**config.mk**
```make
export PLATFORM = sky130hd
export DESIGN_NAME = multicycle_main_control
export DESIGN_NICKNAME = d
export VERILOG_FILES = /design/src/rtl/mc_ctrl_pkg.sv /design/src/rtl/mc_ctrl_outdec.sv /design/src/rtl/multicycle_main_control.sv
export SDC_FILE = /design/constraint.sdc
export NUM_CORES = 1
export LEC_CHECK = 0
export ABC_CLOCK_PERIOD_IN_PS = 1800
export CAP_MARGIN = 25
export CORE_MARGIN = 3
export CORE_UTILIZATION = 39
export DETAILED_ROUTE_END_ITERATION = 8
export PLACE_DENSITY = 0.78
export SLEW_MARGIN = 20
export SYNTH_ARGS = -nofsm -noshare
export SYNTH_HDL_FRONTEND = slang
export SYNTH_SLANG_ARGS = --single-unit
```
**constraint.sdc**
```tcl
create_clock -name clk -period 1.8 [get_ports clk]
set_input_delay 0.54 -clock clk [delete_from_list [all_inputs] [get_ports clk]]
set_output_delay 0.54 -clock clk [all_outputs]
set_load 0.05 [all_outputs]
```
**src/rtl/mc_ctrl_pkg.sv**
```systemverilog
// Shared encodings for the multi-cycle main control FSM: opcodes, state codes,
// ALU op / mux select encodings and the bundled control-strobe record.
package mc_ctrl_pkg;

    localparam logic [3:0] OP_RTYPE = 4'b0000;
    localparam logic [3:0] OP_ADDI  = 4'b0001;
    localparam logic [3:0] OP_LW    = 4'b0010;
    localparam logic [3:0] OP_SW    = 4'b0011;
    localparam logic [3:0] OP_BEQ   = 4'b0100;
    localparam logic [3:0] OP_J     = 4'b0101;

    typedef enum logic [3:0] {
        S_FETCH    = 4'd0,
        S_DECODE   = 4'd1,
        S_EXEC_R   = 4'd2,
        S_WB_R     = 4'd3,
        S_EXEC_I   = 4'd4,
        S_WB_I     = 4'd5,
        S_MEM_ADDR = 4'd6,
        S_MEM_RD   = 4'd7,
        S_WB_MEM   = 4'd8,
        S_MEM_WR   = 4'd9,
        S_BRANCH   = 4'd10,
        S_JUMP     = 4'd11,
        S_TRAP     = 4'd12
    } state_t;

    localparam logic [1:0] ALUOP_ADD   = 2'b00;
    localparam logic [1:0] ALUOP_SUB   = 2'b01;
    localparam logic [1:0] ALUOP_FUNCT = 2'b10;

    localparam logic [1:0] ASB_REG    = 2'b00;
    localparam logic [1:0] ASB_INC    = 2'b01;
    localparam logic [1:0] ASB_IMM    = 2'b10;
    localparam logic [1:0] ASB_IMM_SH = 2'b11;

    localparam logic [1:0] PCS_ALU    = 2'b00;
    localparam logic [1:0] PCS_ALUOUT = 2'b01;
    localparam logic [1:0] PCS_JUMP   = 2'b10;

    typedef struct packed {
        logic       mem_read;
        logic       mem_write;
        logic       iord;
        logic       ir_write;
        logic       pc_write;
        logic       pc_write_cond;
        logic [1:0] pc_source;
        logic       alu_src_a;
        logic [1:0] alu_src_b;
        logic [1:0] alu_op;
        logic       reg_write;
        logic       reg_dst;
        logic       mem_to_reg;
        logic       illegal_op;
        logic       instr_done;
    } ctrl_t;

endpackage

```
**src/rtl/mc_ctrl_outdec.sv**
```systemverilog
// Combinational state-to-strobe decoder; only the memory-handshake strobes
// look at mem_ready, everything else is a pure function of the state.
module mc_ctrl_outdec
    import mc_ctrl_pkg::*;
(
    input  state_t state,
    input  logic   mem_ready,
    output ctrl_t  ctrl
);

    always_comb begin
        ctrl = '0;
        case (state)
            S_FETCH: begin
                ctrl.mem_read  = 1'b1;
                ctrl.iord      = 1'b0;
                ctrl.alu_src_a = 1'b0;
                ctrl.alu_src_b = ASB_INC;
                ctrl.alu_op    = ALUOP_ADD;
                ctrl.ir_write  = mem_ready;
                ctrl.pc_write  = mem_ready;
            end
            S_DECODE: begin
                ctrl.alu_src_a = 1'b0;
                ctrl.alu_src_b = ASB_IMM_SH;
                ctrl.alu_op    = ALUOP_ADD;
            end
            S_EXEC_R: begin
                ctrl.alu_src_a = 1'b1;
                ctrl.alu_src_b = ASB_REG;
                ctrl.alu_op    = ALUOP_FUNCT;
            end
            S_WB_R: begin
                ctrl.reg_write  = 1'b1;
                ctrl.reg_dst    = 1'b1;
                ctrl.mem_to_reg = 1'b0;
                ctrl.instr_done = 1'b1;
            end
            S_EXEC_I, S_MEM_ADDR: begin
                ctrl.alu_src_a = 1'b1;
                ctrl.alu_src_b = ASB_IMM;
                ctrl.alu_op    = ALUOP_ADD;
            end
            S_WB_I: begin
                ctrl.reg_write  = 1'b1;
                ctrl.reg_dst    = 1'b0;
                ctrl.instr_done = 1'b1;
            end
            S_MEM_RD: begin
                ctrl.mem_read = 1'b1;
                ctrl.iord     = 1'b1;
            end
            S_WB_MEM: begin
                ctrl.reg_write  = 1'b1;
                ctrl.mem_to_reg = 1'b1;
                ctrl.reg_dst    = 1'b0;
                ctrl.instr_done = 1'b1;
            end
            S_MEM_WR: begin
                ctrl.mem_write  = 1'b1;
                ctrl.iord       = 1'b1;
                ctrl.instr_done = mem_ready;
            end
            S_BRANCH: begin
                ctrl.alu_src_a     = 1'b1;
                ctrl.alu_src_b     = ASB_REG;
                ctrl.alu_op        = ALUOP_SUB;
                ctrl.pc_write_cond = 1'b1;
                ctrl.pc_source     = PCS_ALUOUT;
                ctrl.instr_done    = 1'b1;
            end
            S_JUMP: begin
                ctrl.pc_write   = 1'b1;
                ctrl.pc_source  = PCS_JUMP;
                ctrl.instr_done = 1'b1;
            end
            S_TRAP: begin
                ctrl.illegal_op = 1'b1;
            end
            default: ctrl = '0;
        endcase
    end

endmodule

```
**src/rtl/multicycle_main_control.sv**
```systemverilog
// Multi-cycle main control: state register and opcode-driven sequencing,
// with strobes decoded by mc_ctrl_outdec and forced low while rst is high.
module multicycle_main_control
    import mc_ctrl_pkg::*;
#(
    parameter int OPW         = 4,
    parameter bit TRAP_STICKY = 1'b1
) (
    input  logic           clk,
    input  logic           rst,
    input  logic [OPW-1:0] opcode,
    input  logic           zero,
    input  logic           mem_ready,
    output logic           mem_read,
    output logic           mem_write,
    output logic           iord,
    output logic           ir_write,
    output logic           pc_write,
    output logic           pc_write_cond,
    output logic [1:0]     pc_source,
    output logic           alu_src_a,
    output logic [1:0]     alu_src_b,
    output logic [1:0]     alu_op,
    output logic           reg_write,
    output logic           reg_dst,
    output logic           mem_to_reg,
    output logic           illegal_op,
    output logic           instr_done,
    output logic [3:0]     state_o
);

    state_t state;
    state_t state_next;
    ctrl_t  ctrl;
    ctrl_t  ctrl_g;

    // The branch decision is made in the datapath (zero AND pc_write_cond).
    logic unused_zero;
    assign unused_zero = zero;

    always_ff @(posedge clk) begin
        if (rst) state <= S_FETCH;
        else     state <= state_next;
    end

    always_comb begin
        state_next = state;
        case (state)
            S_FETCH: if (mem_ready) state_next = S_DECODE;
            S_DECODE: begin
                if      (opcode == OPW'(OP_RTYPE)) state_next = S_EXEC_R;
                else if (opcode == OPW'(OP_ADDI))  state_next = S_EXEC_I;
                else if (opcode == OPW'(OP_LW))    state_next = S_MEM_ADDR;
                else if (opcode == OPW'(OP_SW))    state_next = S_MEM_ADDR;
                else if (opcode == OPW'(OP_BEQ))   state_next = S_BRANCH;
                else if (opcode == OPW'(OP_J))     state_next = S_JUMP;
                else                               state_next = S_TRAP;
            end
            S_EXEC_R:   state_next = S_WB_R;
            S_WB_R:     state_next = S_FETCH;
            S_EXEC_I:   state_next = S_WB_I;
            S_WB_I:     state_next = S_FETCH;
            S_MEM_ADDR: state_next = (opcode == OPW'(OP_SW)) ? S_MEM_WR : S_MEM_RD;
            S_MEM_RD:   if (mem_ready) state_next = S_WB_MEM;
            S_WB_MEM:   state_next = S_FETCH;
            S_MEM_WR:   if (mem_ready) state_next = S_FETCH;
            S_BRANCH:   state_next = S_FETCH;
            S_JUMP:     state_next = S_FETCH;
            S_TRAP:     state_next = TRAP_STICKY ? S_TRAP : S_FETCH;
            default:    state_next = S_FETCH;
        endcase
    end

    mc_ctrl_outdec u_outdec (
        .state     (state),
        .mem_ready (mem_ready),
        .ctrl      (ctrl)
    );

    assign ctrl_g  = rst ? '0 : ctrl;
    assign state_o = rst ? S_FETCH : state;

    assign mem_read      = ctrl_g.mem_read;
    assign mem_write     = ctrl_g.mem_write;
    assign iord          = ctrl_g.iord;
    assign ir_write      = ctrl_g.ir_write;
    assign pc_write      = ctrl_g.pc_write;
    assign pc_write_cond = ctrl_g.pc_write_cond;
    assign pc_source     = ctrl_g.pc_source;
    assign alu_src_a     = ctrl_g.alu_src_a;
    assign alu_src_b     = ctrl_g.alu_src_b;
    assign alu_op        = ctrl_g.alu_op;
    assign reg_write     = ctrl_g.reg_write;
    assign reg_dst       = ctrl_g.reg_dst;
    assign mem_to_reg    = ctrl_g.mem_to_reg;
    assign illegal_op    = ctrl_g.illegal_op;
    assign instr_done    = ctrl_g.instr_done;

endmodule

```
==> results of run 1 <==
## kinds of logic after synthesis
group / Yosys count
AND/OR/NAND/NOR: 49
flip-flops: 4
buffers and inverters: 14
AO/OA/AOI/OAI: 23
XOR/XNOR: 1
## per-stage QoR
step	TNS [ns]	worst slack, ns
2_1_floorplan	-1.70	-0.306
3_3_place_gp	-9.94	-0.511
==> flow_summary.json, run 1 <==
{
  "synth_ff_type": "dfxtp_1",
  "synth_top_area_cell": "dfxtp_1",
  "synth_top_family_by_area": "simple AND/OR/NAND/NOR gates",
  "syn-num-nets": 99,
  "synth.most_common_cell": "nor2_1",
  "die_h_um": 45.7,
  "synth_adder_area_share_pct": 0,
  "synthCells": 91,
  "gp_congestion": 0.921,
  "num_rows": 13,
  "synth_top_area_share_pct": 13.0,
  "synth.avg_cell_area_um2": 6.75,
  "port_buffers": 28,
  "synth_edf_count": 0,
  "synth_commonest_cells": "nor2_1 (11), nand2b_1 (10), buf_2 (7), nor3_1 (7), o22ai_1 (5)",
  "ios": 30,
  "async_flop_share_pct": 0,
  "muxShareOfSynthArea_pct": 0,
  "start_util_pct": 44.4,
  "seq_area_frac_synth_pct": 13.0,
  "synth-simple-area-share_pct": 44.8,
  "synth_compound_area_share_pct": 29.3,
  "synthTopCellsByArea": "dfxtp_1 (13%), nand2b_1 (10%), nor2_1 (6.7%), buf_2 (5.7%), nor3_1 (5.7%)",
  "synth_cell_types": 38,
  "haltStage": "3_5_place_dp",
  "yosys_warnings": 0,
  "synth_xor_area_share_pct": 1.43,
  "status": "did not finish",
  "syn_area_um2": 614,
  "ys_ff_latch": 4,
  "toolErrorMsg": "[ERROR DPL-0038] Utilization greater than 100%, impossible to legalize",
  "die_w_um": 45.7
}
==> run 2, diff against run 1 <==
Settings changed: CORE_AREA set to 3 3 64 66, CORE_MARGIN 3 to not set, CORE_UTILIZATION 39 to not set, DIE_AREA set to 0 0 67 69, PLACE_DENSITY 0.78 to not set, PLACE_DENSITY_LB_ADDON set to 0.15.
==> run 2 against run 1 <==
The flow now finishes, with violations (setup timing). Synthesized cell count is the same. Synthesized area is the same.
==> flow_summary.json, run 2 <==
{
  "synth.most_common_cell": "nor2_1",
  "setup_tns_ns": -0.499,
  "irDropWorstVdd_mv": 0.489,
  "power.density_nw_per_um2": 1110,
  "port_buffers": 28,
  "critPathSlowestCell": "dfxtp_4",
  "cts_buffer_depth": 2,
  "finalNonFillerCells": 200,
  "crit_path_max_fanout": 8,
  "routed_wl_um": 2700,
  "layout_commonest_cell": "buf_12",
  "fin_ws_ns": -0.0924,
  "regMostFlops": "state",
  "tritoncts": "done",
  "start_util_pct": 16.9,
  "critPathLaunchType": "flip-flop",
  "num_vias": 922,
  "status": "complete, but fails checks",
  "whs_ns": 0.797,
  "track_usage_pct": 11.4,
  "synthCells": 91,
  "gp_congestion": 0.890,
  "end_kind": "output port",
  "rsz0062_at_grt": "yes",
  "dp_slack_ns": -0.539,
  "seq_area_frac_synth_pct": 13.0,
  "synth_top_area_cell": "dfxtp_1",
  "drtIter0Drc": 39,
  "clkLatencyLatePin_ns": 0.21,
  "cts_buffers": 3,
  "largest_register_ffs": 4,
  "gr-total-overflow": 0,
  "layout-drive-gt1-share_pct": 69.7,
  "vias_per_cell": 4.61,
  "skew_ns": 0.00248,
  "r2r_setup_slack_ns": 0.22,
  "fmaxAchievable_mhz": 528,
  "core-area_um2": 3630,
  "min_from": "rst",
  "fin_nets": 162,
  "cp_num_buf_inv": 2,
  "drc": 0,
  "mostFrequentLayoutCells": "buf_12 (25), buf_4 (24), buf_6 (12), nand2b_4 (7), nor2_1 (7)",
  "dp.cells": 186,
  "dr.pass1.iters": 4,
  "multiInputGateArea_um2": 727,
  "critPathArrivalTime_ns": 1.35,
  "path_cells": "buf_6, o32a_1, nor2_2, buf_12",
  "yosys_warnings": 0,
  "synthTopCellsByArea": "dfxtp_1 (13%), nand2b_1 (10%), nor2_1 (6.7%), buf_2 (5.7%), nor3_1 (5.7%)",
  "die_w_um": 67,
  "worstHoldEndpoint": "state[1]",
  "crit_family": "flip-flops",
  "failed_checks": "setup timing",
  "async_flop_share_pct": 0,
  "synth_cell_types": 38,
  "synth_top_area_share_pct": 13.0,
  "tightest_slew_ns": 0.408,
  "drtAntennaViolNets": 0,
  "hold_path_depth": 4,
  "htree_levels": 1,
  "report.final.slew_viol_count": 0,
  "grt_pass1_wl_um": 4280,
  "ys_ff_latch": 4,
  "reg_top3": "state: 4 flops",
  "syn_area_um2": 614,
  "clk_pin_slew_ns": 0.03,
  "max_slew_margin_pct": 72.7,
  "cts.sinks": 4,
  "grt_max_degree": 11,
  "hp-class": "primary input to flip-flop",
  "antenna_cells": 0,
  "cpPeakStageDelay_ns": 0.36,
  "fillers": 344,
  "die_h_um": 69,
  "hold_violations": 0,
  "rr_endpoint": "state[3]",
  "synth_edf_count": 0,
  "worstSetupPathType": "flip-flop to output port",
  "ios": 30,
  "antenna_found_initial": 0,
  "min_period_ns": 1.89,
  "p_leak_uw": 0.000745,
  "synth.avg_cell_area_um2": 6.75,
  "area_growth_pct": 200,
  "wl_per_cell_um": 13.5,
  "fin_total_pwr_uw": 2040,
  "dpl.hpwl_um": 1950,
  "cap_violations": 0,
  "worstPathRequired_ns": 1.26,
  "root_buffer": "clkbuf_8",
  "grt_pass1_vias": 887,
  "num_rows": 22,
  "r2r_cells": 6,
  "regArea_um2": 92.6,
  "dieArea_um2": 4620,
  "synth_commonest_cells": "nor2_1 (11), nand2b_1 (10), buf_2 (7), nor3_1 (7), o22ai_1 (5)",
  "syn-num-nets": 99,
  "r2r-start": "state[3]",
  "synth_ff_type": "dfxtp_1",
  "setup_viol": 11,
  "fin_crit_sh_pct": 105
}
## run 2: cell counts after synthesis
No cell type changed its count.
## run 2: per-layer routing
layer  routed length, µm  global-route usage (%)  part of all wire, %
met1                1100                    14.5                   41
met2                1480                    20.6                   55
met3                  92                   0.489                  3.4
met4                  23                    2.48                 0.85
met5                   0                       0                    0
## run 2: logic make-up (layout without fill, tap and decap cells)
group	count (synthesis)	in the layout	share of synthesized area [%]
xor+xnor	1	1	1.43
buf+inv	14	75	11.4
compound gates	23	23	29.3
simple gates	49	49	44.8
flops	4	4	13.0
## run 2: stage by stage
step	area [µm²]	util (%)
after floorplan	805	-
after global placement	1510	41.5
after detailed placement	1510	41.5
after CTS	1790	49.2
after global routing	1840	50.7
final	1840	50.7
## run 2: cell type report
cell class	count	share of cell area, %
clock buffers	3	2.24
multi-input cells	73	39.4
flip-flops and latches	4	5.02
inverters	4	0.815
well taps	48	3.26
repair buffers	68	49.2
## run 2: worst register-to-register path, cell delays in order, from the launching register on
cell and delay [ns]:
dfxtp_4 0.36, buf_12 0.13, buf_16 0.13, buf_4 0.16, or4_4 0.53, o211ai_2 0.09
o2bb2ai_2 0.12
## run 2: timing repair
action                                  in CTS  in global routing
hold buffers                                 0                  0
setup buffers                                8                  2
gates cloned                                 1                  0
resized for setup                           49                 11
pin swaps                                   14                  9
endpoints found under the setup margin      23                 21
## run 2: report_power, final
part / switching [µW] / leakage, µW / total, µW / internal [µW]
combinational: 842 / 0.000688 / 1690 / 850
clock: 38.5 / 0.0000216 / 180 / 142
sequential: 47.1 / 0.0000353 / 172 / 125
## run 2: worst max-delay path by stage
stage                     startpoint        end  cells after the start
after CTS                   state[2]  reg_write                      4
after global placement           rst   pc_write                      5
final                       state[1]  reg_write                      4
after global routing        state[2]  reg_write                      4
after floorplan                  rst  alu_op[1]                      3
after detailed placement         rst   pc_write                      5
Power figures use the tool's default switching activity.
